<file path="config.mk">
export PLATFORM = sky130hd
export DESIGN_NAME = lsu_rdata_router
export DESIGN_NICKNAME = d
export VERILOG_FILES = /design/src/rtl/lsu_router_pkg.sv /design/src/rtl/addr_region_decoder.sv /design/src/rtl/lsu_rdata_router.sv
export SDC_FILE = /design/constraint.sdc
export NUM_CORES = 1
export LEC_CHECK = 0
export CAP_MARGIN = 40
export CORE_MARGIN = 1
export CORE_UTILIZATION = 41
export CTS_BUF_LIST = sky130_fd_sc_hd__clkbuf_4 sky130_fd_sc_hd__clkbuf_8
export CTS_CLUSTER_SIZE = 12
export DETAILED_ROUTE_END_ITERATION = 12
export PLACE_DENSITY = 0.81
export SYNTH_ARGS = -nofsm -noshare
export SYNTH_HDL_FRONTEND = slang
export SYNTH_SLANG_ARGS = --single-unit
export TNS_END_PERCENT = 5
</file>
<file path="constraint.sdc">
create_clock -name clk -period 2.4 [get_ports clk]
set_clock_uncertainty 0.15 [all_clocks]
set_input_delay 0.48 -clock clk [delete_from_list [all_inputs] [get_ports clk]]
set_output_delay 0.48 -clock clk [all_outputs]
set_load 0.02 [all_outputs]
</file>
<file path="src/rtl/lsu_router_pkg.sv">
// Shared types and constants for the LSU read-data router.
//   router_state_t : FSM encoding (IDLE, WAIT, RESP)
//   ERR_DATA       : data returned with every error response
//   ERR_CNT_W      : width of the saturating error counter
//   sel_w()        : width of a slave index (at least 1 bit)
package lsu_router_pkg;

  typedef enum logic [1:0] {IDLE, WAIT, RESP} router_state_t;

  localparam logic [31:0] ERR_DATA  = 32'hDEAD_BEEF;
  localparam int          ERR_CNT_W = 16;

  function automatic int sel_w(input int n);
    return (n > 1) ? $clog2(n) : 1;
  endfunction

endpackage

</file>
<file path="src/rtl/addr_region_decoder.sv">
// Combinational address decoder: compares an address against N_SLV base/mask
// regions and reports whether any region matched plus the index of the lowest
// matching region.
//   addr : access byte address
//   hit  : at least one region matched
//   sel  : index of the lowest matching region (0 when no hit)
module addr_region_decoder
  import lsu_router_pkg::*;
#(
  parameter int                          N_SLV = 4,
  parameter int                          AW    = 32,
  parameter logic [N_SLV-1:0][AW-1:0]    BASE  = {32'h4000_0000, 32'h8000_0000,
                                                  32'h0000_0000, 32'h0000_0000},
  parameter logic [N_SLV-1:0][AW-1:0]    MASK  = {32'hF000_0000, 32'hF000_0000,
                                                  32'hFFFE_0000, 32'hFFFF_FF00}
) (
  input  logic [AW-1:0]           addr,
  output logic                    hit,
  output logic [sel_w(N_SLV)-1:0] sel
);

  localparam int SW = sel_w(N_SLV);

  logic [N_SLV-1:0] hits;

  for (genvar gi = 0; gi < N_SLV; gi++) begin : g_region
    assign hits[gi] = ((addr & MASK[gi]) == BASE[gi]);
  end

  // Scan from the top down so the lowest matching index is the last written.
  always_comb begin
    hit = |hits;
    sel = '0;
    for (int i = N_SLV - 1; i >= 0; i--) begin
      if (hits[i]) sel = SW'(i);
    end
  end

endmodule

</file>
<file path="src/rtl/lsu_rdata_router.sv">
// Handshaked LSU load-data router. Decodes each accepted LSU request to one
// slave region, strobes that slave for one cycle, waits for its ack (bounded
// by TIMEOUT cycles) and returns a one-cycle response. Unmapped addresses and
// timeouts return ERR_DATA with rsp_err set. One transaction at a time.
//   req_valid/req_addr/req_we/req_ready : LSU request handshake
//   slv_req   : one-hot request strobe, combinational in the accept cycle
//   slv_ack   : per-slave completion strobe
//   slv_rdata : per-slave read data, slave i at [i*DW +: DW]
//   rsp_valid/rsp_rdata/rsp_err : response to the LSU (data/err held)
//   err_cnt   : saturating count of error responses
module lsu_rdata_router
  import lsu_router_pkg::*;
#(
  parameter int                          N_SLV   = 4,
  parameter int                          AW      = 32,
  parameter int                          DW      = 32,
  parameter logic [N_SLV-1:0][AW-1:0]    BASE    = {32'h4000_0000, 32'h8000_0000,
                                                    32'h0000_0000, 32'h0000_0000},
  parameter logic [N_SLV-1:0][AW-1:0]    MASK    = {32'hF000_0000, 32'hF000_0000,
                                                    32'hFFFE_0000, 32'hFFFF_FF00},
  parameter int                          TIMEOUT = 15
) (
  input  logic                  clk,
  input  logic                  rst,
  input  logic                  req_valid,
  input  logic [AW-1:0]         req_addr,
  input  logic                  req_we,
  output logic                  req_ready,
  output logic [N_SLV-1:0]      slv_req,
  input  logic [N_SLV-1:0]      slv_ack,
  input  logic [N_SLV*DW-1:0]   slv_rdata,
  output logic                  rsp_valid,
  output logic [DW-1:0]         rsp_rdata,
  output logic                  rsp_err,
  output logic [ERR_CNT_W-1:0]  err_cnt
);

  localparam int SW = sel_w(N_SLV);
  localparam int CW = 8;

  router_state_t         state;
  logic [SW-1:0]         sel_q;
  logic                  we_q;
  logic [CW-1:0]         cnt;
  logic [ERR_CNT_W-1:0]  err_cnt_q;

  logic                  dec_hit;
  logic [SW-1:0]         dec_sel;
  logic                  accept;
  logic [DW-1:0]         rdata_arr [N_SLV];

  addr_region_decoder #(
    .N_SLV (N_SLV),
    .AW    (AW),
    .BASE  (BASE),
    .MASK  (MASK)
  ) u_dec (
    .addr (req_addr),
    .hit  (dec_hit),
    .sel  (dec_sel)
  );

  assign req_ready = (state == IDLE);
  assign accept    = req_valid && req_ready;
  assign err_cnt   = err_cnt_q;

  for (genvar gi = 0; gi < N_SLV; gi++) begin : g_slv
    assign slv_req[gi]   = accept && dec_hit && (dec_sel == SW'(gi));
    assign rdata_arr[gi] = slv_rdata[gi*DW +: DW];
  end

  always_ff @(posedge clk or posedge rst) begin
    if (rst) begin
      state     <= IDLE;
      sel_q     <= '0;
      we_q      <= 1'b0;
      cnt       <= '0;
      err_cnt_q <= '0;
      rsp_valid <= 1'b0;
      rsp_rdata <= '0;
      rsp_err   <= 1'b0;
    end else begin
      rsp_valid <= 1'b0;
      case (state)
        IDLE: begin
          if (accept) begin
            we_q <= req_we;
            if (dec_hit) begin
              sel_q <= dec_sel;
              cnt   <= '0;
              state <= WAIT;
            end else begin
              rsp_rdata <= DW'(ERR_DATA);
              rsp_err   <= 1'b1;
              rsp_valid <= 1'b1;
              state     <= RESP;
            end
          end
        end
        WAIT: begin
          // Only the selected slave's ack counts; an ack in the final
          // allowed cycle still beats the timeout.
          if (slv_ack[sel_q]) begin
            rsp_rdata <= we_q ? '0 : rdata_arr[sel_q];
            rsp_err   <= 1'b0;
            rsp_valid <= 1'b1;
            state     <= RESP;
          end else if (cnt == CW'(TIMEOUT - 1)) begin
            rsp_rdata <= DW'(ERR_DATA);
            rsp_err   <= 1'b1;
            rsp_valid <= 1'b1;
            state     <= RESP;
          end else begin
            cnt <= cnt + CW'(1);
          end
        end
        RESP: begin
          state <= IDLE;
          if (rsp_err && (err_cnt_q != '1)) err_cnt_q <= err_cnt_q + ERR_CNT_W'(1);
        end
        default: state <= IDLE;
      endcase
    end
  end

endmodule

</file>
==> results of run 1 <==
-- report_power, final --
group          switching [W]  leakage, nW  internal (W)
logic                0.00172         1.99       0.00182
registers           0.000282        0.743       0.00137
clock network       0.000433       0.0854      0.000373
total                0.00243         2.82       0.00356
-- worst register-to-register path: stages, from the launching register on --
cell and delay [ns]:
sky130_fd_sc_hd__dfrtp_2 0.40, sky130_fd_sc_hd__mux4_2 0.56, sky130_fd_sc_hd__buf_4 0.18, sky130_fd_sc_hd__a211oi_4 0.24
sky130_fd_sc_hd__a2bb2oi_4 0.17, sky130_fd_sc_hd__mux2_1 0.33
-- placed cells by master (no fill, tap or decap), types with 3 or more instances in the layout --
cell | netlist | layout
sky130_fd_sc_hd__a31oi_1 | 4 | 4
sky130_fd_sc_hd__nand2_1 | 32 | 32
sky130_fd_sc_hd__o221ai_1 | 8 | 8
sky130_fd_sc_hd__dlygate4sd2_1 | 0 | 3
sky130_fd_sc_hd__o221a_2 | 4 | 4
sky130_fd_sc_hd__dlymetal6s2s_1 | 0 | 10
sky130_fd_sc_hd__nor2_1 | 12 | 11
sky130_fd_sc_hd__ha_1 | 3 | 3
sky130_fd_sc_hd__clkdlybuf4s50_1 | 0 | 197
sky130_fd_sc_hd__and4_1 | 6 | 5
sky130_fd_sc_hd__a211oi_1 | 4 | 4
sky130_fd_sc_hd__buf_4 | 0 | 34
sky130_fd_sc_hd__xor2_1 | 9 | 9
sky130_fd_sc_hd__nand4_1 | 4 | 4
sky130_fd_sc_hd__nor4_1 | 7 | 3
sky130_fd_sc_hd__mux4_2 | 33 | 33
sky130_fd_sc_hd__o21ai_0 | 27 | 27
sky130_fd_sc_hd__buf_12 | 0 | 3
sky130_fd_sc_hd__clkbuf_8 | 0 | 9
sky130_fd_sc_hd__xnor2_1 | 4 | 4
sky130_fd_sc_hd__dfrtp_1 | 63 | 62
sky130_fd_sc_hd__clkinv_2 | 0 | 3
sky130_fd_sc_hd__or3_1 | 26 | 26
sky130_fd_sc_hd__o221a_1 | 20 | 20
sky130_fd_sc_hd__inv_1 | 37 | 36
sky130_fd_sc_hd__a21oi_1 | 10 | 10
sky130_fd_sc_hd__nand3_1 | 10 | 10
sky130_fd_sc_hd__and3_1 | 6 | 5
sky130_fd_sc_hd__nor3_1 | 9 | 8
-- metrics by stage --
step / instances / instance area [um^2]
global placement: 747 / 6629
global route: 768 / 6905
floorplan: 397 / 4187
finish: 768 / 6905
CTS: 765 / 6822
detailed placement: 748 / 6634
-- worst min-delay path by stage --
| stage | endpoint | cells after the start | slack [ns] |
|---|---|---|---|
| floorplan | cnt[1] | 1 | 0.36 |
| global placement | err_cnt[7] | 1 | 0.35 |
| detailed placement | err_cnt[7] | 1 | 0.36 |
| CTS | err_cnt[7] | 1 | 0.37 |
| global route | rsp_rdata[7] | 3 | 0.39 |
| finish | rsp_rdata[2] | 3 | 0.36 |
-- cells by family after synthesis --
family / after synthesis / synth area share, %
compound gates: 92 / 17.48
xor+xnor: 13 / 2.720
fa+ha+maj: 3 / 0.8967
buf+inv: 65 / 6.664
flops: 63 / 37.66
mux: 35 / 18.29
simple gates: 126 / 16.29
-- state kept, by name, indices dropped and copies added, names as in the netlist --
register	cells
state	2
err_cnt	16
rsp_err	1
we_q	1
rsp_rdata	32
cnt	8
sel_q	2
rsp_valid	1
-- metal layers --
metal | part of all wire [%] | vias up | track usage (%) | wire length [um]
li1 | - | 1986 | - | -
met1 | 39 | 2109 | 31.10 | 5355
met2 | 52 | 191 | 46.05 | 7145
met3 | 6.7 | 19 | 6.441 | 914
met4 | 1.5 | 0 | 8.451 | 206
met5 | 0 | - | 0 | 0
-- what timing repair did --
action / 4_1_cts / 5_1_grt
setup endpoints to repair: 5 / 3
buffers inserted: 1 / 3
resized for setup: 24 / 17
pin swaps: 4 / 6
-- layout make-up --
class                   count  area [um^2]
well taps                 133        166.4
clock buffers               9        123.9
repair buffers            250         2460
inverters                  37        138.9
fillers                   761         2914
flip-flops and latches     63         1578
multi-input cells         269         2391
clock inverters             7        47.55
==> reports/results.env, run 1 <==
SETUP-VIOLATIONS-FINAL=1
GRT_OVERFLOW_TOTAL=0
CP_LAUNCH_POINT='req_addr[29]'
CLKTRANSATPATHREGS_NS=0.07
CRIT_PATH_CELL_TRACE='clkdlybuf4s50_1, nor3_2, buf_4, nand2_1, and3_1, clkdlybuf4s15_2'
CLOCK.FMAX_MHz=414.4
SETUP_SLACK_NS=-0.01299
SYNTH-ASYNC-RESET-RATIO_PCT=100.0
PLACE.PORT_BUFFERS=214
ANTENNA_LEFT=0
NUMBER_OF_GLOBAL_ROUTE_VIAS_BEFORE_REPAIR=4407
CLOCK_INSERTION_DELAY_WORST_SKEW_NS=0.34
WORST_PATH_FANOUT_MAX=3
SYNTHMOSTINSTANTIATEDCELL='sky130_fd_sc_hd__dfrtp_1'
DIE_AREA_UM2=10620
DRIVE_GT1_SHARE_PCT=17.01
CRIT-REG2REG-CAPTURE='cnt[1]'
CTS-HOLD-FIX-BUFFERS=0
CP_TOP_FAMILY='buffers and inverters'
CRITPATHCAPTURE='slv_req[2]'
SLOWEST_STAGE='sky130_fd_sc_hd__clkdlybuf4s50_1'
INITIAL_CORE_UTILIZATION_PCT=42.64
CTS_TREE='yes'
CRITPATHBUFINV=3
POST_SYN_NETS=568
TRACK_USAGE_PCT=26.05
SYNTH_COMMONEST_CELLS='sky130_fd_sc_hd__dfrtp_1, sky130_fd_sc_hd__inv_1, sky130_fd_sc_hd__mux4_2'
ROUTED_VIA_COUNT=4305
POSTSYNTHCELLCOUNT=397
RRSETUPSLACK_NS=0.26
DOMINANTREGCELLSYNTH='sky130_fd_sc_hd__dfrtp_1'
VIOLATIONS='setup timing'
FIN_HOLD_WS_NS=0.3639
FINALHOLDVIOLATIONS=0
DETAIL_ROUTE.ITER0.VIOLATIONS=198
MIN_PATH_TYPE='in -> async'
DIE-HEIGHT_UM=103.1
PATH_DEPTH=6
GRT_FIRST_PASS_WIRELENGTH_UM=21150
SYNTH_EDF_COUNT=0
SYNTH_LARGEST_TYPE_AREA_FRACTION_PCT=37.66
FLOORPLAN.ROWS=36
CRITPATHMAXSTAGEDELAY_NS=0.45
WORSTMARGINPINSLEW_NS=0.5148
SEQ_TOTAL_AREA_YOSYS_PCT=37.66
DRT-VIAS-PER-INSTANCE=5.605
YOSYSWARNINGS=0
POST-ROUTE-UTIL_PCT=70.32
POWER.STATIC_LEAKAGE_nW=2.818
CTS_SINK_COUNT=63
CORE-AREA_UM2=9819
DP.FINAL_HPWL_UM=10300
AVGROUTEDWIREPERCELL_UM=17.74
SYNTH_SEQ_CELLS=63
FINALMAXSLEWVIOLATIONS=0
FIN_CRIT_NS=2.413
PRE_CTS_SLACK_NS=-0.5945
TIMING.CRITICAL_PATH.REQUIRED_NS=1.77
FIN_CRIT_SH_PCT=100.5
SYNTHTOPCELLSBYAREA='sky130_fd_sc_hd__dfrtp_1, sky130_fd_sc_hd__mux4_2, sky130_fd_sc_hd__o221a_1, sky130_fd_sc_hd__or3_1, sky130_fd_sc_hd__inv_1'
CAP_VIOLATIONS=0
SYNTH_AREA_PER_CELL_UM2=10.55
H-TREE-DEPTH=3
DIE_W_UM=103.1
WORST_R2R_PATH_DEPTH=5
ANTENNA_CELLS=0
FINISH.NET_COUNT=801
LAYOUT-AREA-OVERHEAD-VS-SYNTH_PCT=64.94
DRC_ERRORS=0
IO_COUNT=223
CLOCK-ROOT-BUFFER='sky130_fd_sc_hd__clkbuf_8'
SYNTH_CELL_TYPE_COUNT=48
WORST_IR_DROP_VDD_uV=422.9
TIMING_WORST_SETUP_PATH_TYPE='in -> out'
WORST_SETUP_PATH_END_KIND='output port'
CTS_BUFFERS=9
DRT-PASS1-ITER-COUNT=4
START_KIND='input port'
CTS_BUFFER_DEPTH=2
NETLIST_AREA_UM2=4187
POWER_DENSITY_nW_PER_UM2=867.9
UNREPAIRED_SETUP_ENDPOINTS_AFTER_GLOBAL_ROUTING='true'
GRT_START_MAX_NET_PINS=64
WL_UM=13620
STATUS='finished, violations left'
HEADROOM_TO_THE_MAX_SLEW_LIMIT_PCT=65.55
CRITICAL_PATH_ARRIVAL_NS=1.78
NUMBER_OF_ANTENNA_VIOLATIONS_AT_THE_FIRST_CHECK_IN_GLOBAL_ROUTING=0
RR_STARTPOINT='sel_q[0]'
SETUP_TOTAL_NEGATIVE_SLACK_NS=-0.01299
POST-LAYOUT-TOTAL-POWER_W=0.005993
GP_CONGESTION=0.8743
NETLIST.TOP_CELL.BY_AREA='sky130_fd_sc_hd__dfrtp_1'
(Power assumes the default switching activity.)
==> run 2, diff against run 1 <==
--- a/config.mk
+++ b/config.mk
@@ -12,6 +12,7 @@
 export CTS_CLUSTER_SIZE = 12
 export DETAILED_ROUTE_END_ITERATION = 12
 export PLACE_DENSITY = 0.81
+export REMOVE_ABC_BUFFERS = 1
 export SYNTH_ARGS = -nofsm -noshare
 export SYNTH_HDL_FRONTEND = slang
 export SYNTH_SLANG_ARGS = --single-unit
==> reports/results.env, run 2 (synthesis gave the netlist of run 1 again) <==
STATUS='finished, violations left'
VIOLATIONS='setup timing'
CTS_SINK_COUNT=63  # unchanged
FLOORPLAN.ROWS=36  # unchanged
CLOCK.FMAX_MHz=411.3  # -0.75%
FINISH.NET_COUNT=793  # -1.0%
NUMBER_OF_ANTENNA_VIOLATIONS_AT_THE_FIRST_CHECK_IN_GLOBAL_ROUTING=0  # unchanged
POWER_DENSITY_nW_PER_UM2=872.3  # +0.51%
GP_CONGESTION=0.8212  # -6.1%
TRACK_USAGE_PCT=26.06  # about the same
DRC_ERRORS=0  # unchanged
DP.FINAL_HPWL_UM=10130  # -1.7%
TIMING_WORST_SETUP_PATH_TYPE='in -> out'
DETAIL_ROUTE.ITER0.VIOLATIONS=160  # -19%
CRIT-REG2REG-CAPTURE='rsp_rdata[12]'
WORST_R2R_PATH_DEPTH=5  # unchanged
GRT_OVERFLOW_TOTAL=0  # unchanged
DP_CELLS=741  # -0.94%
POWER.SEQUENTIAL.FRACTION_PCT=27.8  # +0.3 points
PLACE.PORT_BUFFERS=214  # unchanged
CLKTRANSATPATHREGS_NS=0.07  # about the same
SETUP_SLACK_NS=-0.03127  # -0.01828 ns
ROUTEDLENGTHMET1_UM=5247  # -2.0%
SHARE_COMB_OF_TOTAL_POWER_PCT=58.3  # -0.7 points
TIMING.CRITICAL_PATH.REQUIRED_NS=1.77  # about the same
DIE_AREA_UM2=10620  # unchanged
DRIVE_GT1_SHARE_PCT=15.22  # -1.8 points
ROUTED_VIA_COUNT=4229  # -1.8%
NETSWITCHINGPOWER_W=0.002345  # -3.6%
CLOCK-ROOT-BUFFER='sky130_fd_sc_hd__clkbuf_8'
WL_UM=13220  # -3.0%
WORST_IR_DROP_VDD_uV=518.0  # +22%
DIE-HEIGHT_UM=103.1  # unchanged
GRT_FIRST_PASS_WIRELENGTH_UM=21000  # -0.69%
POST-ROUTE-UTIL_PCT=69.42  # -0.90 points
SEQUENTIAL_CELL_AREA_UM2=1578  # unchanged
MAX_FLOP_REGISTER='rsp_rdata'
WORST_PATH_FANOUT_MAX=3  # unchanged
ROUTE.TOP_LAYER_USED='met4'
FINALHOLDVIOLATIONS=0  # unchanged
MET2_LENGTH_UM=6870  # -3.8%
DRT-VIAS-PER-INSTANCE=5.587  # -0.34%
START_KIND='input port'
NUMBER_OF_GLOBAL_ROUTE_VIAS_BEFORE_REPAIR=4248  # -3.6%
PLACEMENT.CELL_AREA_UM2=6606  # -0.41%
MULTI_INPUT_COMB_AREA_UM2=2380  # -0.47%
ANTENNA_CELLS=0  # unchanged
POWER.STATIC_LEAKAGE_nW=2.708  # -3.9%
SETUP-VIOLATIONS-FINAL=2  # +1
LAYOUT-AREA-OVERHEAD-VS-SYNTH_PCT=62.82
MIN_PATH_TYPE='reg -> reg'
CLOCK_INSERTION_DELAY_WORST_SKEW_NS=0.33  # about the same
CTS_BUFFER_DEPTH=2  # unchanged
FINAL_CELL_AREA_UM2=6817  # -1.3%
IO_COUNT=223  # unchanged
WORSTMARGINPINSLEW_NS=0.4581  # -0.05673 ns
CTS_BUFFERS=9  # unchanged
SHARE_CLK_OF_TOTAL_POWER_PCT=13.9  # +0.4 points
FILL_CELLS=766  # +0.66%
DIE_W_UM=103.1  # unchanged
WL_MET3_UM=767  # -16%
GRT_START_MAX_NET_PINS=64  # unchanged
RR_STARTPOINT='sel_q[0]'
SETUP_TOTAL_NEGATIVE_SLACK_NS=-0.05106  # -0.03807 ns
CRITPATHCAPTURE='slv_req[0]'
CTS_TREE='yes'
H-TREE-DEPTH=3  # unchanged
INTPOWER_W=0.003601  # +1.2%
WORST_SETUP_PATH_END_KIND='output port'
FINISH.CELL_COUNT_WITHOUT_FILLERS=757  # -1.4%
POST-LAYOUT-TOTAL-POWER_W=0.005946  # -0.78%
FINALMAXSLEWVIOLATIONS=0  # unchanged
CRITICAL_PATH_ARRIVAL_NS=1.80  # +0.02 ns
UNREPAIRED_SETUP_ENDPOINTS_AFTER_GLOBAL_ROUTING='true'
CAP_VIOLATIONS=0  # unchanged
POWER.SWITCHING_FRACTION_PCT=39.43  # -1.2 points
FIN_CRIT_NS=2.431  # +0.01828 ns
LARGEST_REG_FLOPS=32  # unchanged
LAYOUT_COMMONEST_CELL='sky130_fd_sc_hd__clkdlybuf4s50_1'
DRT-PASS1-ITER-COUNT=5  # +1
HEADROOM_TO_THE_MAX_SLEW_LIMIT_PCT=69.18  # +3.6 points
FIN_CRIT_SH_PCT=101.3  # +0.76 points
CORE-AREA_UM2=9819  # unchanged
AVGROUTEDWIREPERCELL_UM=17.46  # -1.5%
CP_LAUNCH_POINT='req_addr[18]'
INITIAL_CORE_UTILIZATION_PCT=42.64  # unchanged
MOSTFREQUENTLAYOUTCELLS='sky130_fd_sc_hd__clkdlybuf4s50_1, sky130_fd_sc_hd__dfrtp_1, sky130_fd_sc_hd__inv_1'
RRSETUPSLACK_NS=0.25  # about the same
ANTENNA_LEFT=0  # unchanged
run 2: through the flow:
step	setup slack [ns]	hold WS [ns]
6_report	-0.03127	0.3659
3_3_place_gp	-0.5022	0.3528
5_1_grt	-0.07607	0.3908
2_1_floorplan	-0.9872	0.3552
4_1_cts	-0.02958	0.3717
3_5_place_dp	-0.6376	0.3625
run 2: timing repair:
item,4_1_cts,5_1_grt
resized for setup,30,4
endpoints found under the setup margin,5,4
hold buffers,0,0
pin swaps,5,2
endpoints found under the hold margin,0,0
setup buffers,3,0
run 2: worst min path at each step:
stage | startpoint | to | slack, ns | cells past startpoint
2_1_floorplan | cnt[1] | cnt[1] | 0.36 | 1
3_3_place_gp | err_cnt[7] | err_cnt[7] | 0.35 | 1
3_5_place_dp | err_cnt[7] | err_cnt[7] | 0.36 | 1
4_1_cts | err_cnt[7] | err_cnt[7] | 0.37 | 1
5_1_grt | err_cnt[15] | err_cnt[15] | 0.39 | 1
6_report | err_cnt[7] | err_cnt[7] | 0.37 | 1
run 2: critical path: stages:
cell	delay, ns
sky130_fd_sc_hd__clkdlybuf4s50_1	0.42
sky130_fd_sc_hd__nor4_2	0.29
sky130_fd_sc_hd__and4_1	0.28
sky130_fd_sc_hd__nand2_1	0.09
sky130_fd_sc_hd__nor2_1	0.10
sky130_fd_sc_hd__buf_4	0.15
run 2: area by class of cell:
cell class / instances / area share (%)
clock inverters: 1 / 0.07342
flip-flops and latches: 63 / 23.15
inverters: 37 / 2.037
well taps: 133 / 2.441
multi-input cells: 269 / 34.91
repair buffers: 242 / 34.97
clock buffers: 12 / 2.423
run 2: metal layers:
metal,up-vias,track usage [%]
li1,1970,-
met1,2045,32.74
met2,188,45.08
met3,26,4.271
met4,0,9.967
met5,-,0
run 2: power by group through the flow:
stage	combinational (W)	sequential [W]	clock, W
after floorplan	0.00152	0.00214	0
after global placement	0.00342	0.00164	0
after detailed placement	0.00350	0.00167	0
after CTS	0.00350	0.00165	0.000845
after global routing	0.00375	0.00170	0.000889
final	0.00347	0.00165	0.000826
==> run 3, diff against run 2 <==
--- a/config.mk
+++ b/config.mk
@@ -5,7 +5,6 @@
 export SDC_FILE = /design/constraint.sdc
 export NUM_CORES = 1
 export LEC_CHECK = 0
-export CAP_MARGIN = 40
 export CORE_MARGIN = 1
 export CORE_UTILIZATION = 41
 export CTS_BUF_LIST = sky130_fd_sc_hd__clkbuf_4 sky130_fd_sc_hd__clkbuf_8
==> reports/results.env, run 3 (synthesis gave the netlist of run 1 again) <==
STATUS='finished, violations left'
VIOLATIONS='setup timing'
CTS_SINK_COUNT=63  # unchanged
CLOCK_INSERTION_DELAY_WORST_SKEW_NS=0.34  # about the same
UNREPAIRED_SETUP_ENDPOINTS_AFTER_GLOBAL_ROUTING='true'
MOSTFREQUENTLAYOUTCELLS='sky130_fd_sc_hd__clkdlybuf4s50_1, sky130_fd_sc_hd__dfrtp_1, sky130_fd_sc_hd__inv_1'
LAYOUT-AREA-OVERHEAD-VS-SYNTH_PCT=66.56
POWER.STATIC_LEAKAGE_nW=2.819  # +4.1%
FINISH.NET_COUNT=795  # +0.25%
HOLDPATHSTAGES=1  # unchanged
FINISH.CELL_COUNT_WITHOUT_FILLERS=762  # +0.66%
ROUTED_VIA_COUNT=4232  # +0.071%
CLOCK-ROOT-BUFFER='sky130_fd_sc_hd__clkbuf_8'
WORST_SETUP_PATH_END_KIND='output port'
IO_COUNT=223  # unchanged
DRC_ERRORS=0  # unchanged
DP_CELLS=740  # -0.13%
MAX_FLOP_REGISTER='rsp_rdata'
INITIAL_CORE_UTILIZATION_PCT=42.64  # unchanged
FIN_CRIT_NS=2.406  # -0.02573 ns
POWER_DENSITY_nW_PER_UM2=913.9  # +4.8%
CRITICAL_PATH_ARRIVAL_NS=1.78  # -0.02 ns
SETUP_SLACK_NS=-0.005532  # +0.02573 ns
GRT_FIRST_PASS_WIRELENGTH_UM=21050  # +0.23%
PLACE.PORT_BUFFERS=214  # unchanged
LARGEST_REG_FLOPS=32  # unchanged
ANTENNA_LEFT=0  # unchanged
DETAIL_ROUTE.ITER0.VIOLATIONS=129  # -19%
TIMING_WORST_SETUP_PATH_TYPE='in -> out'
CTS_BUFFER_DEPTH=2  # unchanged
GP_CONGESTION=0.8212  # unchanged
DRT-PASS1-ITER-COUNT=4  # -1
TRACK_USAGE_PCT=25.99  # -0.062 points
CTS-HOLD-FIX-BUFFERS=0  # unchanged
SLOWEST_STAGE='sky130_fd_sc_hd__clkdlybuf4s50_1'
WORST_IR_DROP_VDD_uV=584.8  # +13%
TIMING.CRITICAL_PATH.REQUIRED_NS=1.77  # about the same
CRITICAL-PATH-TOP-CELL-BY-COUNT='sky130_fd_sc_hd__buf_6'
AVGROUTEDWIREPERCELL_UM=17.95  # +2.8%
DP.FINAL_HPWL_UM=10120  # about the same
ANTENNA_CELLS=0  # unchanged
H-TREE-DEPTH=3  # unchanged
NUMBER_OF_GLOBAL_ROUTE_VIAS_BEFORE_REPAIR=4184  # -1.5%
CLKTRANSATPATHREGS_NS=0.08  # about the same
CRIT-REG2REG-CAPTURE='rsp_rdata[12]'
CORE-AREA_UM2=9819  # unchanged
CTS_BUFFERS=9  # unchanged
FIN_CRIT_SH_PCT=100.2  # -1.1 points
FLOORPLAN.ROWS=36  # unchanged
WORSTMARGINPINSLEW_NS=0.5829  # +0.1249 ns
FINALHOLDVIOLATIONS=0  # unchanged
WL_UM=13680  # +3.5%
DRIVE_GT1_SHARE_PCT=16.38  # +1.2 points
WORST_PATH_FANOUT_MAX=2  # -1
RR_STARTPOINT='sel_q[0]'
LAYOUT_COMMONEST_CELL='sky130_fd_sc_hd__clkdlybuf4s50_1'
CRIT_PATH_CELL_TRACE='clkdlybuf4s50_1, nor4_4, and4_4, buf_6, nand2_2, nor2_2, buf_6'
CP_TOP_FAMILY='buffers and inverters'
GRT_START_MAX_NET_PINS=64  # unchanged
WHS_ENDPOINT='err_cnt[7]'
TIMING.HOLD.WORST.START='err_cnt[7]'
WORST_R2R_PATH_DEPTH=5  # unchanged
HEADROOM_TO_THE_MAX_SLEW_LIMIT_PCT=60.97  # -8.2 points
CTS_TREE='yes'
DIE-HEIGHT_UM=103.1  # unchanged
FINALMAXSLEWVIOLATIONS=0  # unchanged
SETUP-VIOLATIONS-FINAL=1  # -1
START_KIND='input port'
GRT_OVERFLOW_TOTAL=0  # unchanged
CRITPATHBUFINV=3  # +1
FIN_HOLD_WS_NS=0.3657  # -0.0002790 ns
CLOCK.FMAX_MHz=415.7  # +1.1%
RRSETUPSLACK_NS=0.24  # about the same
DRT-VIAS-PER-INSTANCE=5.554  # -0.59%
DIE_W_UM=103.1  # unchanged
NUMBER_OF_ANTENNA_VIOLATIONS_AT_THE_FIRST_CHECK_IN_GLOBAL_ROUTING=0  # unchanged
CRITPATHMAXSTAGEDELAY_NS=0.45  # +0.03 ns
CAP_VIOLATIONS=0  # unchanged
CP_LAUNCH_POINT='req_addr[18]'
MIN_PATH_TYPE='reg -> reg'
DIE_AREA_UM2=10620  # unchanged
==> run 3: how the worst max path moves through the flow <==
| stage | endpoint | slack (ns) | cells past startpoint |
|---|---|---|---|
| final | slv_req[0] | -0.006 | 7 |
| after global routing | slv_req[0] | -0.07 | 7 |
| after CTS | slv_req[0] | -0.09 | 7 |
| after detailed placement | slv_req[0] | -0.64 | 6 |
| after global placement | slv_req[0] | -0.50 | 6 |
| after floorplan | rsp_rdata[10] | -0.99 | 4 |
==> run 3: through the flow <==
step	instance area, um^2	setup slack (ns)	util, %	total power [W]	setup TNS [ns]
2_1_floorplan	4046	-0.9872	-	0.003655	-38.62
3_3_place_gp	6601	-0.5022	67.23	0.005066	-6.248
3_5_place_dp	6601	-0.6445	67.23	0.005165	-7.638
4_1_cts	6898	-0.08539	70.25	0.006387	-0.1275
5_1_grt	6973	-0.07483	71.01	0.006762	-0.08740
6_report	6973	-0.005532	71.01	0.006373	-0.005532
==> run 3: power by group <==
part | total (W) | internal [W] | leakage [nW] | switching (W)
clock network | 0.00123 | 0.000805 | 0.130 | 0.000421
logic | 0.00349 | 0.00179 | 1.95 | 0.00170
registers | 0.00166 | 0.00137 | 0.743 | 0.000291
==> run 3: timing repair <==
item / in CTS / in global routing
gates cloned: 0 / 0
setup buffers: 4 / 2
gates resized for setup: 31 / 16
endpoints found under the setup margin: 5 / 5
pin swaps: 5 / 7
hold endpoints to repair: 0 / 0
==> run 3: cell type report <==
type	count	area [um^2]
multi-input combinational	269	2402
tap	133	166.4
clock buffer	10	131.4
sequential	63	1578
fill	771	2846
timing repair buffer	244	2424
inverter	37	138.9
clock inverter	6	132.6
==> run 3: per-layer routing <==
layer / up-vias / track usage [%] / wire length (um)
met1: 2046 / 32.85 / 5445
met2: 191 / 45.90 / 7149
met3: 25 / 4.136 / 768
li1: 1970 / - / -
met5: - / 0 / 0
met4: 0 / 7.692 / 315
